[src/rtl/dds_state_if.sv]
// Control/status bundle between the DDS sequencer, its controller and the downstream coder.
interface dds_state_if;
   logic       dds_start;
   logic       dds_abort;
   logic [3:0] i_code;
   logic [7:0] count;
   logic       state_start;
   logic       busy;
   logic       done;
   logic       over_err;

   modport slave (
      input  dds_start, dds_abort, i_code,
      output count, state_start, busy, done, over_err
   );

   modport master (
      output dds_start, dds_abort, i_code,
      input  count, state_start, busy, done, over_err
   );
endinterface

[src/rtl/dds_state.sv]
// DDS sequence state machine: ARM marker, prescaled step count up to OVER,
// wait for the coder's over marker (with timeout), then a one-cycle done.
module dds_state #(
   parameter logic [7:0] DIV      = 8'd4,
   parameter logic [7:0] OVER     = 8'd96,
   parameter logic [3:0] OVER_TMO = 4'd4
) (
   input  logic       clk_sys,
   input  logic       rst_n,
   dds_state_if.slave bus
);
   localparam logic [2:0] S_IDLE = 3'd0;
   localparam logic [2:0] S_ARM  = 3'd1;
   localparam logic [2:0] S_RUN  = 3'd2;
   localparam logic [2:0] S_WAIT = 3'd3;
   localparam logic [2:0] S_DONE = 3'd4;

   logic [2:0] r_state;
   logic [2:0] w_state_nxt;
   logic [7:0] r_count;
   logic [7:0] w_count_nxt;
   logic [7:0] w_count_inc;
   logic [7:0] r_presc;
   logic [7:0] w_presc_nxt;
   logic [3:0] r_tmo;
   logic [3:0] w_tmo_nxt;
   logic       r_over_err;
   logic       w_over_err_nxt;
   logic       r_state_start;
   logic       r_busy;
   logic       r_done;
   logic [1:0] r_rst_sync;
   logic       w_run_en;
   logic       w_tick;
   logic       w_unused_code;

   // Reset asserts immediately; state changes are held off until release has passed two flops.
   always_ff @(posedge clk_sys or negedge rst_n) begin
      if (!rst_n) r_rst_sync <= 2'b00;
      else        r_rst_sync <= {r_rst_sync[0], 1'b1};
   end

   assign w_run_en      = r_rst_sync[1];
   assign w_tick        = (r_presc == (DIV - 8'd1));
   assign w_count_inc   = r_count + 8'd1;
   assign w_unused_code = ^bus.i_code[2:0];

   always_comb begin
      w_state_nxt    = r_state;
      w_count_nxt    = r_count;
      w_presc_nxt    = r_presc;
      w_tmo_nxt      = r_tmo;
      w_over_err_nxt = r_over_err;
      case (r_state)
         S_IDLE: begin
            w_count_nxt = 8'd0;
            if (bus.dds_start && !bus.dds_abort) begin
               w_state_nxt    = S_ARM;
               w_over_err_nxt = 1'b0;
            end
         end
         S_ARM: begin
            w_count_nxt = 8'd0;
            w_presc_nxt = 8'd0;
            w_state_nxt = S_RUN;
         end
         S_RUN: begin
            if (w_tick) begin
               w_presc_nxt = 8'd0;
               w_count_nxt = w_count_inc;
               if (w_count_inc == OVER) begin
                  w_state_nxt = S_WAIT;
                  w_tmo_nxt   = 4'd0;
               end
            end else begin
               w_presc_nxt = r_presc + 8'd1;
            end
         end
         S_WAIT: begin
            // A marker arriving on the last allowed cycle still counts as on time.
            if (bus.i_code[3]) begin
               w_state_nxt = S_DONE;
               w_count_nxt = 8'd0;
            end else if (r_tmo == (OVER_TMO - 4'd1)) begin
               w_state_nxt    = S_DONE;
               w_count_nxt    = 8'd0;
               w_over_err_nxt = 1'b1;
            end else begin
               w_tmo_nxt = r_tmo + 4'd1;
            end
         end
         S_DONE: begin
            w_count_nxt = 8'd0;
            w_state_nxt = S_IDLE;
         end
         default: begin
            w_count_nxt = 8'd0;
            w_state_nxt = S_IDLE;
         end
      endcase
      if (bus.dds_abort && (r_state != S_IDLE)) begin
         w_state_nxt    = S_IDLE;
         w_count_nxt    = 8'd0;
         w_over_err_nxt = r_over_err;
      end
   end

   always_ff @(posedge clk_sys or negedge rst_n) begin
      if (!rst_n) begin
         r_state       <= S_IDLE;
         r_count       <= 8'd0;
         r_presc       <= 8'd0;
         r_tmo         <= 4'd0;
         r_over_err    <= 1'b0;
         r_state_start <= 1'b0;
         r_busy        <= 1'b0;
         r_done        <= 1'b0;
      end else if (w_run_en) begin
         r_state       <= w_state_nxt;
         r_count       <= w_count_nxt;
         r_presc       <= w_presc_nxt;
         r_tmo         <= w_tmo_nxt;
         r_over_err    <= w_over_err_nxt;
         r_state_start <= (w_state_nxt == S_ARM);
         r_busy        <= (w_state_nxt != S_IDLE);
         r_done        <= (w_state_nxt == S_DONE);
      end
   end

   assign bus.count       = r_count;
   assign bus.state_start = r_state_start;
   assign bus.busy        = r_busy;
   assign bus.done        = r_done;
   assign bus.over_err    = r_over_err;
endmodule
[src/flat_wrapper.sv]
// flat-port wrapper written by rule: the top's interface ports become plain ports
module dds_state_flat 
#(
   parameter logic [7:0] DIV      = 8'd4,
   parameter logic [7:0] OVER     = 8'd96,
   parameter logic [3:0] OVER_TMO = 4'd4
)
  (clk_sys, rst_n, bus_dds_start, bus_dds_abort, bus_i_code, bus_count, bus_state_start, bus_busy, bus_done, bus_over_err);
  dds_state_if bus_i ();
  input  logic clk_sys;
  input  logic rst_n;
  input wire logic [$bits(bus_i.dds_start)-1:0] bus_dds_start;
  input wire logic [$bits(bus_i.dds_abort)-1:0] bus_dds_abort;
  input wire logic [$bits(bus_i.i_code)-1:0] bus_i_code;
  output wire logic [$bits(bus_i.count)-1:0] bus_count;
  output wire logic [$bits(bus_i.state_start)-1:0] bus_state_start;
  output wire logic [$bits(bus_i.busy)-1:0] bus_busy;
  output wire logic [$bits(bus_i.done)-1:0] bus_done;
  output wire logic [$bits(bus_i.over_err)-1:0] bus_over_err;
  assign bus_i.dds_start = bus_dds_start;
  assign bus_i.dds_abort = bus_dds_abort;
  assign bus_i.i_code = bus_i_code;
  assign bus_count = bus_i.count;
  assign bus_state_start = bus_i.state_start;
  assign bus_busy = bus_i.busy;
  assign bus_done = bus_i.done;
  assign bus_over_err = bus_i.over_err;
  dds_state #(.DIV(DIV), .OVER(OVER), .OVER_TMO(OVER_TMO)) u_core (.clk_sys(clk_sys), .rst_n(rst_n), .bus(bus_i));
endmodule
[config.mk]
export PLATFORM = sky130hd
export DESIGN_NAME = dds_state_flat
export DESIGN_NICKNAME = d
export VERILOG_FILES = /design/src/rtl/dds_state_if.sv /design/src/rtl/dds_state.sv /design/src/flat_wrapper.sv
export SDC_FILE = /design/constraint.sdc
export NUM_CORES = 1
export LEC_CHECK = 0
export CORE_ASPECT_RATIO = 0.9
export CORE_UTILIZATION = 45
export DETAILED_ROUTE_END_ITERATION = 8
export GPL_TIMING_DRIVEN = 0
export PLACE_DENSITY = 0.7
export SLEW_MARGIN = 20
export SYNTH_ARGS = -nofsm -noshare
export SYNTH_HDL_FRONTEND = slang
export SYNTH_SLANG_ARGS = --single-unit
[constraint.sdc]
create_clock -name clk_sys -period 4.92 [get_ports clk_sys]
set_input_delay 1.23 -clock clk_sys [delete_from_list [all_inputs] [get_ports clk_sys]]
set_output_delay 1.23 -clock clk_sys [all_outputs]
set_load 0.01 [all_outputs]
# Yosys cells after proc, flatten, opt, wreduce, memory -nomap -nowiden
# Index checks and enable logic that the tools add are counted.
[op_classes]
addsub = 3
eq_ne = 16
mux = 23
bitwise = 1
reduce_logical = 13
[op_table]
columns = ["cell", "count"]
rows = [
  ["8-bit two-way mux", 5],
  ["8-bit case mux with 2 select lines", 2],
  ["3-bit two-way mux", 6],
  ["8-bit by 1-bit adder with 8-bit output (second input constant)", 2],
  ["4-bit two-way mux", 4],
  ["3-bit case mux with 4 select lines", 1],
  ["6-bit AND reduction", 2],
  ["8-bit by 2-bit == test with 1-bit output (second input constant)", 1],
  ["8-bit by 7-bit == test with 1-bit output (second input constant)", 1],
  ["2-bit by 1-bit != test with 1-bit output (second input constant)", 4],
  ["4-bit case mux with 2 select lines", 1],
  ["3-bit by 1-bit == test with 1-bit output (second input constant)", 2],
  ["3-bit by 2-bit == test with 1-bit output (second input constant)", 2],
  ["2-bit nonzero test", 3],
  ["3-bit nonzero test", 2],
  ["4-bit by 1-bit adder with 4-bit output (second input constant)", 1],
  ["4-bit by 2-bit == test with 1-bit output (second input constant)", 1],
  ["2-bit != test (second input constant)", 2],
  ["4-bit by 2-bit != test with 1-bit output (second input constant)", 1],
  ["3-bit == test (second input constant)", 1],
  ["3-bit zero test", 1],
  ["1-bit two-way mux", 3],
  ["3-bit by 1-bit != test with 1-bit output (second input constant)", 1],
  ["3-bit AND reduction", 1],
  ["other kinds (5)", 6],
]
[totals]
out_inout_bits = 12
wordCells = 65
register_bits = 29

# Logic depth before layout (Yosys ltp)
[logic_depth]
word_depth = 7
depth_mapped = 6

# Worst setup path before layout
# OpenSTA, ideal clock, no wires.
[synth_path]
path_type = "input port to flip-flop"
start = "input port bus_dds_start"
end = "register u_core.r_over_err (netlist: u_core.bus.over_err)"
cell_stages = 5
path_buffers = 0
t_arrival_ns = 2.215
setup_slack_ns = 2.586
required_ns = 4.801
cell_sequence = "or4b_2 > nor2_1 > o211a_1 > nand2_1 > o21a_1"
[synth_between]
elab_chain_len = 3
[synth_rtl]
columns = ["item", "line", "rtl"]
rows = [
  ["start: declaration", "flat_wrapper.sv:12", "input wire logic [$bits(bus_i.dds_start)-1:0] bus_dds_start;"],
  ["1-bit logical AND", "dds_state.sv:57", "if (bus.dds_start && !bus.dds_abort) begin"],
  ["2-bit by 1-bit != test with 1-bit output (no source line)", "--", ""],
  ["6-bit AND reduction (no source line)", "--", ""],
  ["end signal: assignment", "dds_state.sv:123", "r_over_err <= w_over_err_nxt;"],
  ["end: declaration", "dds_state.sv:27", "logic r_over_err;"],
]
# No other way between the ends.
# A chain may end at the register's enable or synchronous reset.

# Worst setup path in the final report
# Same ends and word-level chain as after synthesis.

==> impl_table.tex <==
\begin{tabular}{lr}
\hline
Metric & Value \\
\hline
\multicolumn{2}{l}{\textbf{Clock network}} \\
Clock slew seen by the registers of the worst setup and hold paths & 0.06 ns \\
Post-CTS sizing & 0 \\
Clock Sinks & 29 \\
Cell chosen for the clock root & sky130\_fd\_sc\_hd\_\_clkbuf\_8 \\
Number of H-tree levels & 2 \\
Latest clock arrival within the worst-skew pair & 0.28 ns \\
Postcts setup bufs & 0 \\
Clock tree from TritonCTS & built \\
CTS buffer count & 5 \\
CTS hold repair buffers & 0 \\
Buffers from clock root to sink, at most & 2 \\
\multicolumn{2}{l}{\textbf{Synthesis}} \\
Post-synthesis cell area & 1700 um2 \\
Number of flops mapped to enable cells by yosys & 0 \\
Post-synth top area share & 0.427 \\
Top cells by area, synth & sky130\_fd\_sc\_hd\_\_dfrtp\_1, sky130\_fd\_sc\_hd\_\_o21ai\_0, sky130\_fd\_sc\_hd\_\_nand2\_1, sky130\_fd\_sc\_hd\_\_a21oi\_1, sky130\_fd\_sc\_hd\_\_and3\_1 \\
Cells after synthesis & 179 \\
Total number of yosys warnings & 0 \\
Average instance area after synthesis & 9.49 um2 \\
Synth Flop Type & sky130\_fd\_sc\_hd\_\_dfrtp\_1 \\
Total of flip-flops plus latches after synthesis & 29 \\
Sequential cell area fraction in the yosys report & 0.427 \\
Post-synthesis cell type with the largest combined area & sky130\_fd\_sc\_hd\_\_dfrtp\_1 \\
Net count after synthesis & 190 \\
Number of distinct library cells after synthesis & 51 \\
Post-synthesis async set-or-reset flop share & 1.00 \\
\multicolumn{2}{l}{\textbf{Timing}} \\
Maximum operating frequency & 383 MHz \\
Setup violations, final & 0 \\
Headroom to the max-slew limit & 0.571 \\
Fin crit period & 2.61 ns \\
Share of the clock period used by the worst path after layout & 0.530 \\
Setup repair after global routing missed its margin & no \\
Fin Clk Skew & 0.00379 ns \\
Final Max Slew Viols & 0 \\
Setup Total Neg Slack & 0 ns \\
Number of hold violations in the final report & 0 \\
Slew of the pin with the lowest slew margin & 0.643 ns \\
\multicolumn{2}{l}{\textbf{Run status}} \\
Outcome & finished, final reports clean \\
\multicolumn{2}{l}{\textbf{Power}} \\
Fraction of power spent switching nets & 0.308 \\
Reg power frac & 0.461 \\
Max VDD drop & 0.184 mV \\
Internal power of the cells & 0.000433 W \\
Leak & 0.845 nW \\
Clk pwr share & 0.294 \\
Power per cell area & 316 nW/um2 \\
Sw Pwr & 0.000193 W \\
Part of the power in combinational logic & 0.245 \\
\multicolumn{2}{l}{\textbf{Worst setup path}} \\
Data required time at the worst endpoint & 5.09 ns \\
Worst endpoint data arrival time & 2.78 ns \\
Critical path startpoint & bus\_dds\_start \\
Critical path endpoint category & flip-flop \\
Depth of the worst register-to-register path & 6 \\
Critical-path maximum fanout & 2 \\
CP endpoint & u\_core.bus.over\_err \\
Setup Crit Path Kind & input port to flip-flop \\
Crit start category & input port \\
Slack of the worst reg-to-reg path & 2.93 ns \\
Capturing point of the worst reg2reg path & u\_core.r\_state[0] \\
Start of the worst register-to-register path & u\_core.r\_tmo[0] \\
\multicolumn{2}{l}{\textbf{Placed design}} \\
Final HPWL from detailed placement & 2580 um \\
GPL Wtd Cong & 0.855 \\
Count of buffers from port buffering & 15 \\
Cell area after placement & 1900 um2 \\
\multicolumn{2}{l}{\textbf{Global route}} \\
Wire length of the first global-routing pass & 6070 um \\
Antenna violations before repair & 0 \\
All-layer global routing usage & 0.207 \\
Maximum number of pins on one net before global-route repair & 30 \\
GR Overflow Total & 0 \\
Vias in the first global route & 1331 \\
\multicolumn{2}{l}{\textbf{Finish}} \\
Number of inserted diodes & 0 \\
Area grow syn2layout & 16.5\% \\
Cell area after layout & 1980 um2 \\
Final layout net count & 212 \\
Leading cell types in the layout, fill and taps excluded & sky130\_fd\_sc\_hd\_\_dfrtp\_1, sky130\_fd\_sc\_hd\_\_nand2\_1, sky130\_fd\_sc\_hd\_\_o21ai\_0 \\
Final Util & 0.569 \\
Leading cell type in the layout, fill and taps excluded & sky130\_fd\_sc\_hd\_\_dfrtp\_1 \\
Fraction of layout cells with a size suffix above 1 & 0.129 \\
\multicolumn{2}{l}{\textbf{Floorplan}} \\
Total core area & 3480 um2 \\
Site row count & 20 \\
Die Span Y & 60.3 um \\
Starting density of the core & 0.488 \\
DIE WIDTH & 66.7 um \\
Die ar. & 4020 um2 \\
Boundary pin count & 20 \\
\multicolumn{2}{l}{\textbf{Detailed routing}} \\
Initial drt markers & 60 \\
DRC violation count after routing & 0 \\
Total vias in the final route & 1452 \\
Final wirelength & 3490 um \\
Vias per std cell & 5.90 \\
Drt wl/cell & 14.2 um \\
Count of nets left with antenna violations after detail routing & 0 \\
Pre-Repair DR Iteration Count & 4 \\
\multicolumn{2}{l}{\textbf{Run}} \\
Max cap viols & 0 \\
\multicolumn{2}{l}{\textbf{Hold path}} \\
Worst hold path class & flip-flop to flip-flop \\
\hline
\end{tabular}
==> kinds of logic (layout without fill, tap and decap cells) <==
family | Yosys count | count (layout) | synth area share
muxes | 3 | 3 | 0.0206
xor gates and xnor gates | 2 | 2 | 0.0103
AOI/OAI and AO/OA | 59 | 59 | 0.237
other | 1 | 1 | 0.00221
and+or+nand+nor | 71 | 71 | 0.250
buffers and inverters | 11 | 34 | 0.0310
DFF | 29 | 29 | 0.427
adders and majority gates | 3 | 3 | 0.0221
==> power groups by stage <==
| stage | clock [W] | sequential, W | combinational, W |
|---|---|---|---|
| 2_1_floorplan | 0 | 0.000291 | 0.000104 |
| 3_3_place_gp | 0 | 0.000290 | 0.000149 |
| 3_5_place_dp | 0 | 0.000292 | 0.000154 |
| 4_1_cts | 0.000190 | 0.000288 | 0.000155 |
| 5_1_grt | 0.000197 | 0.000293 | 0.000171 |
| 6_report | 0.000184 | 0.000289 | 0.000154 |
==> how the worst min path moves through the flow <==
stage | start | endpoint | slack [ns] | depth (start not counted)
4_1_cts | u_core.r_rst_sync[0] | u_core.r_rst_sync[1] | 0.36 | 0
3_3_place_gp | u_core.r_rst_sync[0] | u_core.r_rst_sync[1] | 0.34 | 0
5_1_grt | u_core.r_rst_sync[0] | u_core.r_rst_sync[1] | 0.37 | 0
3_5_place_dp | u_core.r_rst_sync[0] | u_core.r_rst_sync[1] | 0.34 | 0
2_1_floorplan | u_core.r_rst_sync[0] | u_core.r_rst_sync[1] | 0.33 | 0
6_report | u_core.r_rst_sync[0] | u_core.r_rst_sync[1] | 0.36 | 0
==> area by class of cell <==
cell class / instances / area [um2]
well taps: 44 / 55.1
multi-input cells: 139 / 920
plain buffers: 6 / 33.8
inverters: 5 / 18.8
flip-flops and latches: 29 / 726
clock buffers: 8 / 80.1
fillers: 304 / 1500
repair buffers: 15 / 145
==> synthesized netlist by cell type (all sizes together), types with 2 or more instances <==
master   n
nand2b   5
nor3b    3
nor3     5
nand2   21
and3     8
o21a     2
a22o     2
a41oi    2
xor2     2
mux2i    2
nor4     2
nor2     9
clkbuf   2
inv      5
o21ai   25
or4b     2
nand4b   2
nand3    7
a21oi    9
buf      4
ha       3
nand3b   2
dfrtp   29
or3      2
a31oi    4
o31ai    4
o211ai   2
a21o     3
==> worst max-delay path, stage by stage <==
cell and delay, ns:
sky130_fd_sc_hd__clkdlybuf4s50_1 0.46, sky130_fd_sc_hd__or4b_2 0.61, sky130_fd_sc_hd__nor2_1 0.12, sky130_fd_sc_hd__o211a_1 0.18, sky130_fd_sc_hd__nand2_1 0.08, sky130_fd_sc_hd__o21a_1 0.12
==> layer usage <==
metal  part of all wire  up-vias  track usage  wire [um]
met1               0.48      705        0.260       1680
li1                   -      707            -          -
met5                  0        -            0          0
met4              0.021        0       0.0912         72
met2               0.45       32        0.342       1580
met3              0.047        8       0.0458        163
==> sequential cells by signal (all words and copies together) (netlist names) <==
register / flops
u_core.r_rst_sync: 2
u_core.bus.over_err: 1
u_core.r_tmo: 4
u_core.bus.busy: 1
u_core.bus.done: 1
u_core.r_presc: 8
u_core.bus.count: 8
u_core.bus.state_start: 1
u_core.r_state: 3
==> metrics by stage <==
stage | power, W | hold WS (ns) | std cells | worst slack, ns
finish | 0.000626 | 0.359 | 246 | 2.31
global route | 0.000661 | 0.365 | 246 | 2.22
CTS | 0.000633 | 0.362 | 246 | 2.32
detailed placement | 0.000446 | 0.337 | 238 | 2.03
global placement | 0.000440 | 0.343 | 238 | 2.04
floorplan | 0.000396 | 0.331 | 179 | 2.59
Note: power is estimated with default switching activity, not from simulation.
